===== src/rtl/vga_bounce_box_pkg.sv =====
// Shared timing constants, palette and direction encoding for the bouncing-box pixel stage.
package vga_bounce_box_pkg;

  localparam logic [10:0] HStart  = 11'd241;
  localparam logic [10:0] VStart  = 11'd67;
  localparam logic [10:0] HActive = 11'd799;
  localparam logic [10:0] VActive = 11'd599;
  localparam logic [10:0] Box     = 11'd32;
  localparam logic [10:0] Step    = 11'd2;
  localparam logic [10:0] XMax    = HActive - Box;
  localparam logic [10:0] YMax    = VActive - Box;

  typedef enum logic [1:0] {
    DirDownRight = 2'd0,
    DirDownLeft  = 2'd1,
    DirUpRight   = 2'd2,
    DirUpLeft    = 2'd3
  } dir_e;

  // Packed as {r, g, b}, 4 bits each.
  function automatic logic [11:0] palette(input logic [1:0] idx);
    palette = 12'hFFF;
    unique case (idx)
      2'd0: palette = 12'hFF0;
      2'd1: palette = 12'h0FF;
      2'd2: palette = 12'hF0F;
      2'd3: palette = 12'hFFF;
    endcase
  endfunction

endpackage


===== src/rtl/vga_bounce_box_if.sv =====
// Timing-stage inputs and VGA pin outputs of the bouncing-box pixel stage.
interface vga_bounce_box_if;
  logic [10:0] count_h;
  logic [10:0] count_v;
  logic        hs_in;
  logic        vs_in;
  logic [3:0]  r;
  logic [3:0]  g;
  logic [3:0]  b;
  logic        hs_out;
  logic        vs_out;

  modport master (
    output count_h, count_v, hs_in, vs_in,
    input  r, g, b, hs_out, vs_out
  );

  modport slave (
    input  count_h, count_v, hs_in, vs_in,
    output r, g, b, hs_out, vs_out
  );
endinterface


===== src/rtl/vga_box_motion.sv =====
// Once-per-frame box motion: position, direction FSM, colour index and bounce pulse.
module vga_box_motion
  import vga_bounce_box_pkg::*;
(
  input  logic        clk,
  input  logic        rst_n,
  input  logic        frame_tick_i,
  input  logic        enable_i,
  output logic [10:0] x_pos_o,
  output logic [10:0] y_pos_o,
  output logic [1:0]  col_idx_o,
  output logic        bounce_o
);

  dir_e        dir_q, dir_d;
  logic [10:0] x_q, x_d, y_q, y_d;
  logic [1:0]  col_q, col_d;
  logic        bounce_q, bounce_d;
  logic        right, down, next_right, next_down, flip_x, flip_y;

  always_comb begin
    dir_d      = dir_q;
    x_d        = x_q;
    y_d        = y_q;
    col_d      = col_q;
    bounce_d   = 1'b0;
    right      = (dir_q == DirDownRight) || (dir_q == DirUpRight);
    down       = (dir_q == DirDownRight) || (dir_q == DirDownLeft);
    next_right = right;
    next_down  = down;
    flip_x     = 1'b0;
    flip_y     = 1'b0;
    if (frame_tick_i && enable_i) begin
      // Axes are independent; a corner hit still counts as a single bounce.
      if (right) begin
        if (x_q + Step >= XMax) begin
          x_d = XMax; next_right = 1'b0; flip_x = 1'b1;
        end else begin
          x_d = x_q + Step;
        end
      end else if (x_q <= Step) begin
        x_d = '0; next_right = 1'b1; flip_x = 1'b1;
      end else begin
        x_d = x_q - Step;
      end
      if (down) begin
        if (y_q + Step >= YMax) begin
          y_d = YMax; next_down = 1'b0; flip_y = 1'b1;
        end else begin
          y_d = y_q + Step;
        end
      end else if (y_q <= Step) begin
        y_d = '0; next_down = 1'b1; flip_y = 1'b1;
      end else begin
        y_d = y_q - Step;
      end
      unique case ({next_down, next_right})
        2'b11: dir_d = DirDownRight;
        2'b10: dir_d = DirDownLeft;
        2'b01: dir_d = DirUpRight;
        2'b00: dir_d = DirUpLeft;
      endcase
      bounce_d = flip_x | flip_y;
      col_d    = col_q + {1'b0, bounce_d};
    end
  end

  always_ff @(posedge clk or negedge rst_n) begin
    if (!rst_n) begin
      dir_q    <= DirDownRight;
      x_q      <= '0;
      y_q      <= '0;
      col_q    <= '0;
      bounce_q <= 1'b0;
    end else begin
      dir_q    <= dir_d;
      x_q      <= x_d;
      y_q      <= y_d;
      col_q    <= col_d;
      bounce_q <= bounce_d;
    end
  end

  assign x_pos_o   = x_q;
  assign y_pos_o   = y_q;
  assign col_idx_o = col_q;
  assign bounce_o  = bounce_q;

endmodule


===== src/rtl/vga_bounce_box.sv =====
// Two-stage pixel pipeline drawing a bouncing box on a black background.
module vga_bounce_box
  import vga_bounce_box_pkg::*;
(
  input  logic             clk,
  input  logic             rst_n,
  vga_bounce_box_if.slave  vga,
  input  logic             enable,
  output logic             bounce
);

  logic [10:0] x_rel_q, x_rel_d, y_rel_q, y_rel_d;
  logic        de_q, de_d, hs1_q, vs1_q, hs2_q, vs2_q;
  logic [11:0] rgb_q, rgb_d;
  logic [10:0] x_pos, y_pos;
  logic [1:0]  col_idx;
  logic        frame_tick, in_box;

  // Counter origin sits in blanking, so updating here never tears the box.
  assign frame_tick = (vga.count_h == '0) && (vga.count_v == '0);

  vga_box_motion u_motion (
    .clk          (clk),
    .rst_n        (rst_n),
    .frame_tick_i (frame_tick),
    .enable_i     (enable),
    .x_pos_o      (x_pos),
    .y_pos_o      (y_pos),
    .col_idx_o    (col_idx),
    .bounce_o     (bounce)
  );

  always_comb begin
    x_rel_d = vga.count_h - HStart;
    y_rel_d = vga.count_v - VStart;
    de_d    = (vga.count_h >= HStart) && (vga.count_h < HStart + HActive) &&
              (vga.count_v >= VStart) && (vga.count_v < VStart + VActive);
    in_box  = de_q && (x_rel_q >= x_pos) && (x_rel_q < x_pos + Box) &&
              (y_rel_q >= y_pos) && (y_rel_q < y_pos + Box);
    rgb_d   = in_box ? palette(col_idx) : 12'h000;
  end

  always_ff @(posedge clk or negedge rst_n) begin
    if (!rst_n) begin
      x_rel_q <= '0;
      y_rel_q <= '0;
      de_q    <= 1'b0;
      hs1_q   <= 1'b0;
      vs1_q   <= 1'b0;
      rgb_q   <= '0;
      hs2_q   <= 1'b0;
      vs2_q   <= 1'b0;
    end else begin
      x_rel_q <= x_rel_d;
      y_rel_q <= y_rel_d;
      de_q    <= de_d;
      hs1_q   <= vga.hs_in;
      vs1_q   <= vga.vs_in;
      rgb_q   <= rgb_d;
      hs2_q   <= hs1_q;
      vs2_q   <= vs1_q;
    end
  end

  assign vga.r      = rgb_q[11:8];
  assign vga.g      = rgb_q[7:4];
  assign vga.b      = rgb_q[3:0];
  assign vga.hs_out = hs2_q;
  assign vga.vs_out = vs2_q;

endmodule

===== src/flat_wrapper.sv =====
// flat-port wrapper written by rule: the top's interface ports become plain ports
module vga_bounce_box_flat import vga_bounce_box_pkg::*;
  (clk, rst_n, enable, bounce, vga_count_h, vga_count_v, vga_hs_in, vga_vs_in, vga_r, vga_g, vga_b, vga_hs_out, vga_vs_out);
  vga_bounce_box_if vga_i ();
  input  logic clk;
  input  logic rst_n;
  input  logic enable;
  output logic bounce;
  input wire logic [$bits(vga_i.count_h)-1:0] vga_count_h;
  input wire logic [$bits(vga_i.count_v)-1:0] vga_count_v;
  input wire logic [$bits(vga_i.hs_in)-1:0] vga_hs_in;
  input wire logic [$bits(vga_i.vs_in)-1:0] vga_vs_in;
  output wire logic [$bits(vga_i.r)-1:0] vga_r;
  output wire logic [$bits(vga_i.g)-1:0] vga_g;
  output wire logic [$bits(vga_i.b)-1:0] vga_b;
  output wire logic [$bits(vga_i.hs_out)-1:0] vga_hs_out;
  output wire logic [$bits(vga_i.vs_out)-1:0] vga_vs_out;
  assign vga_i.count_h = vga_count_h;
  assign vga_i.count_v = vga_count_v;
  assign vga_i.hs_in = vga_hs_in;
  assign vga_i.vs_in = vga_vs_in;
  assign vga_r = vga_i.r;
  assign vga_g = vga_i.g;
  assign vga_b = vga_i.b;
  assign vga_hs_out = vga_i.hs_out;
  assign vga_vs_out = vga_i.vs_out;
  vga_bounce_box u_core (.clk(clk), .rst_n(rst_n), .vga(vga_i), .enable(enable), .bounce(bounce));
endmodule

===== config.mk =====
export PLATFORM = sky130hd
export DESIGN_NAME = vga_bounce_box_flat
export DESIGN_NICKNAME = d
export VERILOG_FILES = /design/src/rtl/vga_bounce_box_pkg.sv /design/src/rtl/vga_bounce_box_if.sv /design/src/rtl/vga_box_motion.sv /design/src/rtl/vga_bounce_box.sv /design/src/flat_wrapper.sv
export SDC_FILE = /design/constraint.sdc
export NUM_CORES = 1
export LEC_CHECK = 0
export BUFFER_PORTS_ARGS = -buffer_cell sky130_fd_sc_hd__clkbuf_2
export CORE_MARGIN = 1.5
export CORE_UTILIZATION = 57
export CTS_CLUSTER_DIAMETER = 100
export DETAILED_ROUTE_END_ITERATION = 6
export PLACE_DENSITY = 0.83
export REMOVE_ABC_BUFFERS = 1
export SLEW_MARGIN = 40
export SYNTH_ARGS = -nofsm -noshare
export SYNTH_HDL_FRONTEND = slang
export SYNTH_SLANG_ARGS = --single-unit

===== constraint.sdc =====
create_clock -name clk -period 7.4 [get_ports clk]
set_input_delay 0.37 -clock clk [delete_from_list [all_inputs] [get_ports clk]]
set_output_delay 0.37 -clock clk [all_outputs]
set_load 0.005 [all_outputs]

# After elaboration in Yosys (flattened, before gate mapping)
# Cells that the tools add are included.
[classes]
addsub = 9
magnitude_cmp = 12
n_eq_ne = 8
mux = 24
n_bitwise = 1
reduce_logical = 16
[ops]
columns = ["operator", "count"]
rows = [
  ["11-bit two-way mux", 6],
  ["12-bit case mux with 4 select lines", 1],
  ["11-bit by 2-bit adder with 11-bit output, second input constant", 2],
  ["11-bit by 6-bit adder with 11-bit output, second input constant", 2],
  ["11-bit by 10-bit >= comparator with 1-bit output, second input constant", 2],
  ["11-bit >= comparator", 2],
  ["11-bit by 2-bit less-or-equal comparator with 1-bit output, second input constant", 2],
  ["11-bit logical NOT", 2],
  ["11-bit < comparator", 2],
  ["11-bit by 2-bit subtractor with 11-bit output, second input constant", 2],
  ["1-bit two-way mux", 15],
  ["12-bit two-way mux", 1],
  ["11-bit by 7-bit >= comparator with 1-bit output, second input constant", 1],
  ["11-bit by 8-bit >= comparator with 1-bit output, second input constant", 1],
  ["11-bit by 10-bit < comparator with 1-bit output, second input constant", 1],
  ["11-bit < comparator, second input constant", 1],
  ["11-bit by 7-bit subtractor with 11-bit output, second input constant", 1],
  ["11-bit by 8-bit subtractor with 11-bit output, second input constant", 1],
  ["2-bit equality test, second input constant", 5],
  ["1-bit logical AND", 9],
  ["2-bit case mux with 4 select lines", 1],
  ["2-bit by 1-bit equality test with 1-bit output, second input constant", 3],
  ["2-bit logical NOT", 3],
  ["2-bit by 1-bit adder with 2-bit output", 1],
  ["other kinds (2)", 3],
]
[word_totals]
reg_bits = 66
inputBits = 27
out_inout_bits = 15
elab_cells = 83

# Logic depth before layout (Yosys ltp)
# Gate-level depths: netlist of the first run.
[depth]
word_depth = 7
mapped_depth = 12

# Cells and area by module
# Synthesis of the first run repeated with hierarchy kept, for this count alone.
[hier_totals]
hier_cells = 555
area_unflattened_um2 = 4672.0
[modules_own_cells]
columns = ["module", "instances", "cells_per_inst", "area_per_inst_um2"]
rows = [
  ["vga_box_motion", 1, 310, 2396.0],
  ["vga_bounce_box", 1, 245, 2275.9],
]

# Worst setup path before layout of the first run
# Ideal clock, no wire load.
[synth_timing]
kind = "register to register"
from = "register u_core.u_motion.y_q[1] (netlist: u_core.u_motion.y_pos_o[1])"
to = "register u_core.u_motion.col_q[0] (netlist: u_core.u_motion.col_idx_o[0])"
setup_time_ns = 0.133
t_arrival_ns = 2.549
t_required_ns = 7.267
slack_ns = 4.718
stages_incl_launch_ff = 13
n_path_buf = 1
period_less_slack_ns = 2.682
cell_sequence = "dfrtp_1 > clkbuf_1 > inv_1 > ha_1 > nor2b_1 > o21a_1 > a31o_2 > or3_1 > a21oi_1 > nand3_1 > ha_1 > nand2_1 > o21ai_0"
[synth_between]
elab_chain_cells = 7
word_cells_on_any_way = 9
classes_between = "2 x add/sub; 2 x order compare; 4 x mux; 1 x bitwise"
[synth_rtl]
columns = ["element", "line_no", "rtl"]
rows = [
  ["start, declared", "vga_box_motion.sv:16", "logic [10:0] x_q, x_d, y_q, y_d;"],
  ["start signal, assigned", "vga_box_motion.sv:78", "y_q <= y_d;"],
  ["11-bit by 2-bit adder with 11-bit output", "vga_box_motion.sv:47", "if (y_q + Step >= YMax) begin"],
  ["11-bit by 10-bit >= comparator with 1-bit output", "vga_box_motion.sv:47", ""],
  ["1-bit two-way mux", "vga_box_motion.sv:47", ""],
  ["1-bit two-way mux *", "vga_box_motion.sv:46", "if (down) begin"],
  ["1-bit two-way mux *", "vga_box_motion.sv:33", "if (frame_tick_i && enable_i) begin"],
  ["1-bit bitwise OR *", "vga_box_motion.sv:63", "bounce_d = flip_x | flip_y;"],
  ["2-bit by 1-bit adder with 2-bit output *", "vga_box_motion.sv:64", "col_d = col_q + {1'b0, bounce_d};"],
  ["end signal, assigned", "vga_box_motion.sv:79", "col_q <= col_d;"],
  ["end, declared", "vga_box_motion.sv:17", "logic [1:0] col_q, col_d;"],
]
# Every way passes the cells marked *; elsewhere a longest branch is shown, timed or not. The select of a mux whose other input is x is not followed.
# A chain may end at the register's enable or synchronous reset.

# Worst setup path in the final report of the first run
# Same ends and word-level chain as after synthesis.

==> results of run 1 <==
final cells by class:
type / count / area (µm²) / area share (%)
inverters: 38 / 143 / 2.90
multi-input cells: 401 / 2790 / 56.7
clock inverters: 6 / 82.6 / 1.68
flip-flops and latches: 57 / 1430 / 29.0
repair buffers: 43 / 220 / 4.48
well taps: 102 / 128 / 2.60
clock buffers: 10 / 128 / 2.60
synth_stat cells (all sizes together), types with 4 or more instances:
library cell	instances
o31ai	8
nand2b	5
xnor2	26
dfrtp	57
or4	4
clkbuf	23
nor2b	4
nor3	19
nand4	10
o211ai	13
buf	11
xor2	7
and2	4
inv	37
nand2	42
nor2	36
o21ai	38
a21oi	26
a211oi	8
ha	49
nor4	6
o2111ai	4
nand3	23
a22oi	4
nor4b	4
a311oi	4
registers in the layout, indices dropped and copies added, names as in the netlist:
name                       flops
u_core.de_q                    1
u_core.hs1_q                   1
u_core.rgb_q                   3
u_core.u_motion.bounce_o       1
u_core.u_motion.col_idx_o      2
u_core.u_motion.dir_q          2
u_core.u_motion.x_pos_o       11
u_core.u_motion.y_pos_o       11
u_core.vga.hs_out              1
u_core.vga.vs_out              1
u_core.vs1_q                   1
u_core.x_rel_q                11
u_core.y_rel_q                11
cells by family after synthesis:
family	after synthesis	share of synthesized area, %
compound gates	143	21.2
buf+inv	72	6.93
flops	57	31.6
simple gates	174	19.9
mux	2	0.443
fa+ha+maj	49	13.6
xor+xnor	33	6.40
routing by layer:
| metal | global-route usage [%] | up-vias |
|---|---|---|
| met3 | 3.73 | 27 |
| met1 | 38.4 | 1904 |
| met4 | 10.9 | 0 |
| li1 | - | 1974 |
| met5 | 0 | - |
| met2 | 41.0 | 208 |
worst max-delay path by stage:
stage                               startpoint                            to  slack (ns)  cells past startpoint
floorplan                       vga_count_h[1]    u_core.u_motion.x_pos_o[3]        3.82                      8
detailed placement  u_core.u_motion.y_pos_o[1]    u_core.u_motion.y_pos_o[4]        4.38                      8
global route        u_core.u_motion.y_pos_o[1]  u_core.u_motion.col_idx_o[0]        4.24                     11
global placement    u_core.u_motion.y_pos_o[1]  u_core.u_motion.col_idx_o[0]        4.57                     11
CTS                 u_core.u_motion.y_pos_o[1]    u_core.u_motion.y_pos_o[4]        4.35                      8
finish              u_core.u_motion.y_pos_o[1]  u_core.u_motion.col_idx_o[0]        4.51                     11
through the flow:
stage / hold WS [ns] / util, % / total power, W / instance area [µm²] / setup WS [ns]
6_report: 0.125 / 63.9 / 0.000728 / 4910 / 4.51
5_1_grt: 0.119 / 63.9 / 0.000760 / 4910 / 4.24
3_3_place_gp: 0.335 / 61.1 / 0.000410 / 4700 / 4.57
2_1_floorplan: 0.0744 / - / 0.000381 / 4340 / 3.82
4_1_cts: 0.118 / 63.9 / 0.000733 / 4910 / 4.35
3_5_place_dp: 0.337 / 61.1 / 0.000416 / 4700 / 4.38
where the power goes:
part / switching (W) / internal (W) / leakage [nW]
Combinational: 0.0000445 / 0.0000356 / 1.28
Sequential: 0.00000678 / 0.000324 / 0.715
Clock: 0.000129 / 0.000188 / 0.106
==> results.tsv, run 1 <==
metric	value	unit
outcome	complete, no violations	
grt_max_degree	58	
synth_area_leaders	dfrtp_1, ha_1, xnor2_1	
yosysTopAreaCell	dfrtp_1	
max_cap_violations	0	
powerDensity	148	nW/µm²
ys_seq_area_share	31.6	%
num_rows	32	
fin_nets	626	
htreeDepth	3	
coreArea	7690	µm²
drc	0	
netlist.area_leader.share	31.6	%
die_w	92.0	µm
grt_first_pass_wirelength	18100	µm
leakage	2.10	nW
synth_edf_count	0	
period_share	39.1	%
place_congestion	0.944	
drv_slew	0	
fin_tns_setup	0	ns
portBuffers	41	
die-area	8460	µm²
worstHoldStart	vga_hs_in	
clock_path_buffers	2	
first_pass_iters	5	
mostFrequentLayoutCells	dfrtp_1, ha_1, nand2_1	
min_period	2.89	ns
diodes	0	
fin_skew	0.00652	ns
crit_chain	inv_1 > ha_1 > nor2b_1 > o21a_1 > a31o_2 > or3_1 > a21oi_1 > nand3_1 > ha_1 > nand2_1 > o21ai_0	
synth_cells	530	
final_layout_size_suffix_gt1_share	12.4	%
die_height	92.0	µm
clock_latency	0.35	ns
finalHoldViolations	0	
crit_required	7.62	ns
rsz0062_at_grt	false	
via_per_inst	6.26	
drt_iter0_drc	589	
vias	4113	
synth_area	4510	µm²
area_growth	8.81	%
grtUsageTotal	26.9	%
crit_arrival	3.12	ns
path_common_cell	ha_1	
yosys_most_used_dff	dfrtp_1	
reg2regPathDepth	11	
postCtsHoldBufs	0	
wl_met2	4760	µm
initial_core_util	58.7	%
layout.cells.non_filler	657	
clk_pin_slew	0.07	ns
postRouteAntennaNets	0	
ys_ff_latch	57	
worst_slew_pin_slew	0.686	ns
dp_hpwl	7850	µm
slew_headroom	53.9	%
r2r-end	u_core.u_motion.col_idx_o[0]	
cts_buffers	9	
gr-total-overflow	0	
worst_r2r_startpoint	u_core.u_motion.y_pos_o[1]	
wl_per_cell	16.0	µm
max_stage_delay	0.51	ns
crit_family	compound AO/OA/AOI/OAI gates	
cts_sinks	57	
drt_wl_total	10500	µm
setup.worst_path.end_class	register	
hold_depth	1	
antenna_found_initial	0	
met3_length	772	µm
wl_met1	4720	µm
fmax	0.346	GHz
top_layer	met4	
crit_fanout	10	
postCtsSetupBuffers	0	
cts_tree	done	
synth.distinct_cells	62	
final_common_cell	dfrtp_1	
setup_violations	0	
yosys_warnings	0	
path_buf_inv	1	
slowest_stage	dfrtp_1	
crit_type	reg -> reg	
irDropWorstVdd	0.0000906	V
ys_async_sr_fraction	100	%
cts-resized-gates	0	
grt_pass1_vias	3779	
fillers	648	
min_to	u_core.hs1_q	
dp.cells	641	
io_pins	42	
startpoint_type	register	
r2r_slack	4.51	ns
root_buffer	clkbuf_8	
postSynthAreaPerCell	8.52	µm²
hold_path_class	in -> reg	
Note: power is estimated with default switching activity, not from simulation.
==> run 2, diff against run 1 <==
Clock period 7.4 ns to 2.7 ns, I/O delays scaled along.
==> run 2 against run 1 <==
Net effect: non-clock buffer count grew 36; total power grew to 2.8 times the previous value; maximum frequency grew 15%; via count grew 6.1%; sequential share of layout area shrank 1.6 points; utilization grew 3.9 points; hold slack lost 0.12 ns; routed wire length grew 8.8%; clock-buffer cell count shrank 1; clock power grew to 2.8 times the previous value; critical endpoint is now u_core.rgb_q[10]; highest routed layer unchanged.
==> results.tsv, run 2 (same netlist as run 1, synthesis figures left out) <==
metric	value	unit
period_share	93.4	%
path_common_cell	nand3_1	
die-area	8460	µm²
drc	0	
power	0.00203	W
final_common_cell	dfrtp_1	
crit_required	2.97	ns
startpoint_type	register	
postRouteAntennaNets	0	
max_stage_delay	0.45	ns
diodes	0	
vias	4362	
gr-total-overflow	0	
hold_depth	2	
r2r-end	u_core.rgb_q[10]	
io_pins	42	
cts_tree	done	
reg2regPathDepth	9	
drt_iter0_drc	380	
fin_skew	0.0111	ns
slew_headroom	52.3	%
worst_r2r_startpoint	u_core.u_motion.x_pos_o[7]	
fin_nets	662	
critPathLaunch	u_core.u_motion.x_pos_o[7]	
drt_wl_total	11400	µm
grt_pass1_vias	4155	
dp.cells	671	
stdcell_area	5210	µm²
worstHoldStart	vga_count_h[9]	
die_w	92.0	µm
layout.cells.non_filler	693	
fmax	0.397	GHz
finalHoldViolations	0	
setup.worst_path.end_class	register	
fin_tns_setup	0	ns
place_area	4920	µm²
place_congestion	0.952	
first_pass_iters	5	
fin_util	67.8	%
dp_hpwl	8500	µm
setup_violations	0	
irDropWorstVdd	0.000246	V
via_per_inst	6.29	
max_cap_violations	0	
cts_buffers	9	
portBuffers	41	
r2r_slack	0.18	ns
min_period	2.52	ns
root_buffer	clkbuf_8	
die_height	92.0	µm
min_to	u_core.x_rel_q[9]	
clock_path_buffers	2	
grt_max_degree	58	
clock_latency	0.35	ns
crit_chain	and3_1 > nand3_1 > xnor2_1 > ha_1 > a221oi_1 > nand3_1 > a311oi_1 > nand4_1 > a21oi_1	
htreeDepth	3	
mostFrequentLayoutCells	dfrtp_1, ha_1, nand2_1	
hold_path_class	in -> reg	
crit_fanout	9	
crit_arrival	2.79	ns
final_layout_size_suffix_gt1_share	17.6	%
drv_slew	0	
fillers	641	
rsz0062_at_grt	true	
initial_core_util	58.7	%
grtUsageTotal	28.8	%
postCtsSetupBuffers	0	
coreArea	7690	µm²
num_rows	32	
wl_per_cell	16.5	µm
outcome	complete, no violations	
antenna_found_initial	0	
area_growth	15.4	%
cts_sinks	57	
leakage	2.26	nW
slowest_stage	dfrtp_2	
worst_slew_pin_slew	0.715	ns
crit_type	reg -> reg	
grt_first_pass_wirelength	19300	µm
clk_pin_slew	0.07	ns
powerDensity	389	nW/µm²
[run 2: changes by cell type in the layout (fill, tap and decap cells not counted)]
cell / previous run / this run
buf_4: 2 / 32
dlygate4sd3_1: 0 / 6
dfrtp_1: 57 / 53
dfrtp_2: 0 / 4
clkinv_4: 0 / 2
clkbuf_1: 1 / 0
clkinv_2: 3 / 2
o21ai_0: 37 / 36
o21ai_1: 1 / 2
[run 2: worst max-delay path by stage]
stage / cells after the start / endpoint / slack (ns)
2_1_floorplan: 8 / u_core.u_motion.x_pos_o[3] / -0.64
3_3_place_gp: 9 / u_core.rgb_q[10] / 0.21
3_5_place_dp: 10 / u_core.u_motion.col_idx_o[0] / 0.09
4_1_cts: 10 / u_core.u_motion.col_idx_o[0] / 0.06
5_1_grt: 11 / u_core.u_motion.col_idx_o[0] / -0.003
6_report: 9 / u_core.rgb_q[10] / 0.18
[run 2: cell type report]
type | instances | area [µm²] | area share [%]
Inverter | 38 | 143 | 2.74
Sequential cell | 57 | 1430 | 27.5
Tap cell | 102 | 128 | 2.45
Clock inverter | 7 | 95.1 | 1.82
Multi-Input combinational cell | 401 | 2790 | 53.4
Timing Repair Buffer | 79 | 505 | 9.70
Clock buffer | 9 | 124 | 2.38
[run 2: metrics by stage]
| stage | hold slack (ns) | setup WS (ns) |
|---|---|---|
| after floorplan | -0.161 | -0.642 |
| after global placement | 0.243 | 0.209 |
| after detailed placement | 0.245 | 0.0935 |
| after CTS | 0.00273 | 0.0649 |
| after global routing | 0.0177 | -0.00310 |
| final | 0.00925 | 0.179 |
[run 2: what timing repair did]
action	CTS	global route
setup endpoints to repair	0	5
hold endpoints to repair	62	0
hold buffers	6	0
gates resized for setup	0	6
[run 2: critical path, delay by kind of cell, from the launching register on]
family	cells	cell delay [ns]
DFF	1	0.45
xor gates and xnor gates	1	0.24
AOI/OAI and AO/OA	3	0.72
adders and majority gates	1	0.28
and+or+nand+nor	4	0.75
[run 2: layer usage]
layer / GRT usage [%] / part of all wire, % / up-vias
met4: 11.8 / 2.4 / 0
li1: - / - / 2055
met5: 0 / 0 / -
met3: 4.64 / 7.9 / 29
met2: 45.5 / 46 / 231
met1: 39.2 / 44 / 2047
[run 2: report_power, final]
group / switching, W / total (W) / internal [W]
clock network: 0.000374 / 0.000893 / 0.000519
registers: 0.0000179 / 0.000906 / 0.000888
logic: 0.000125 / 0.000229 / 0.000104
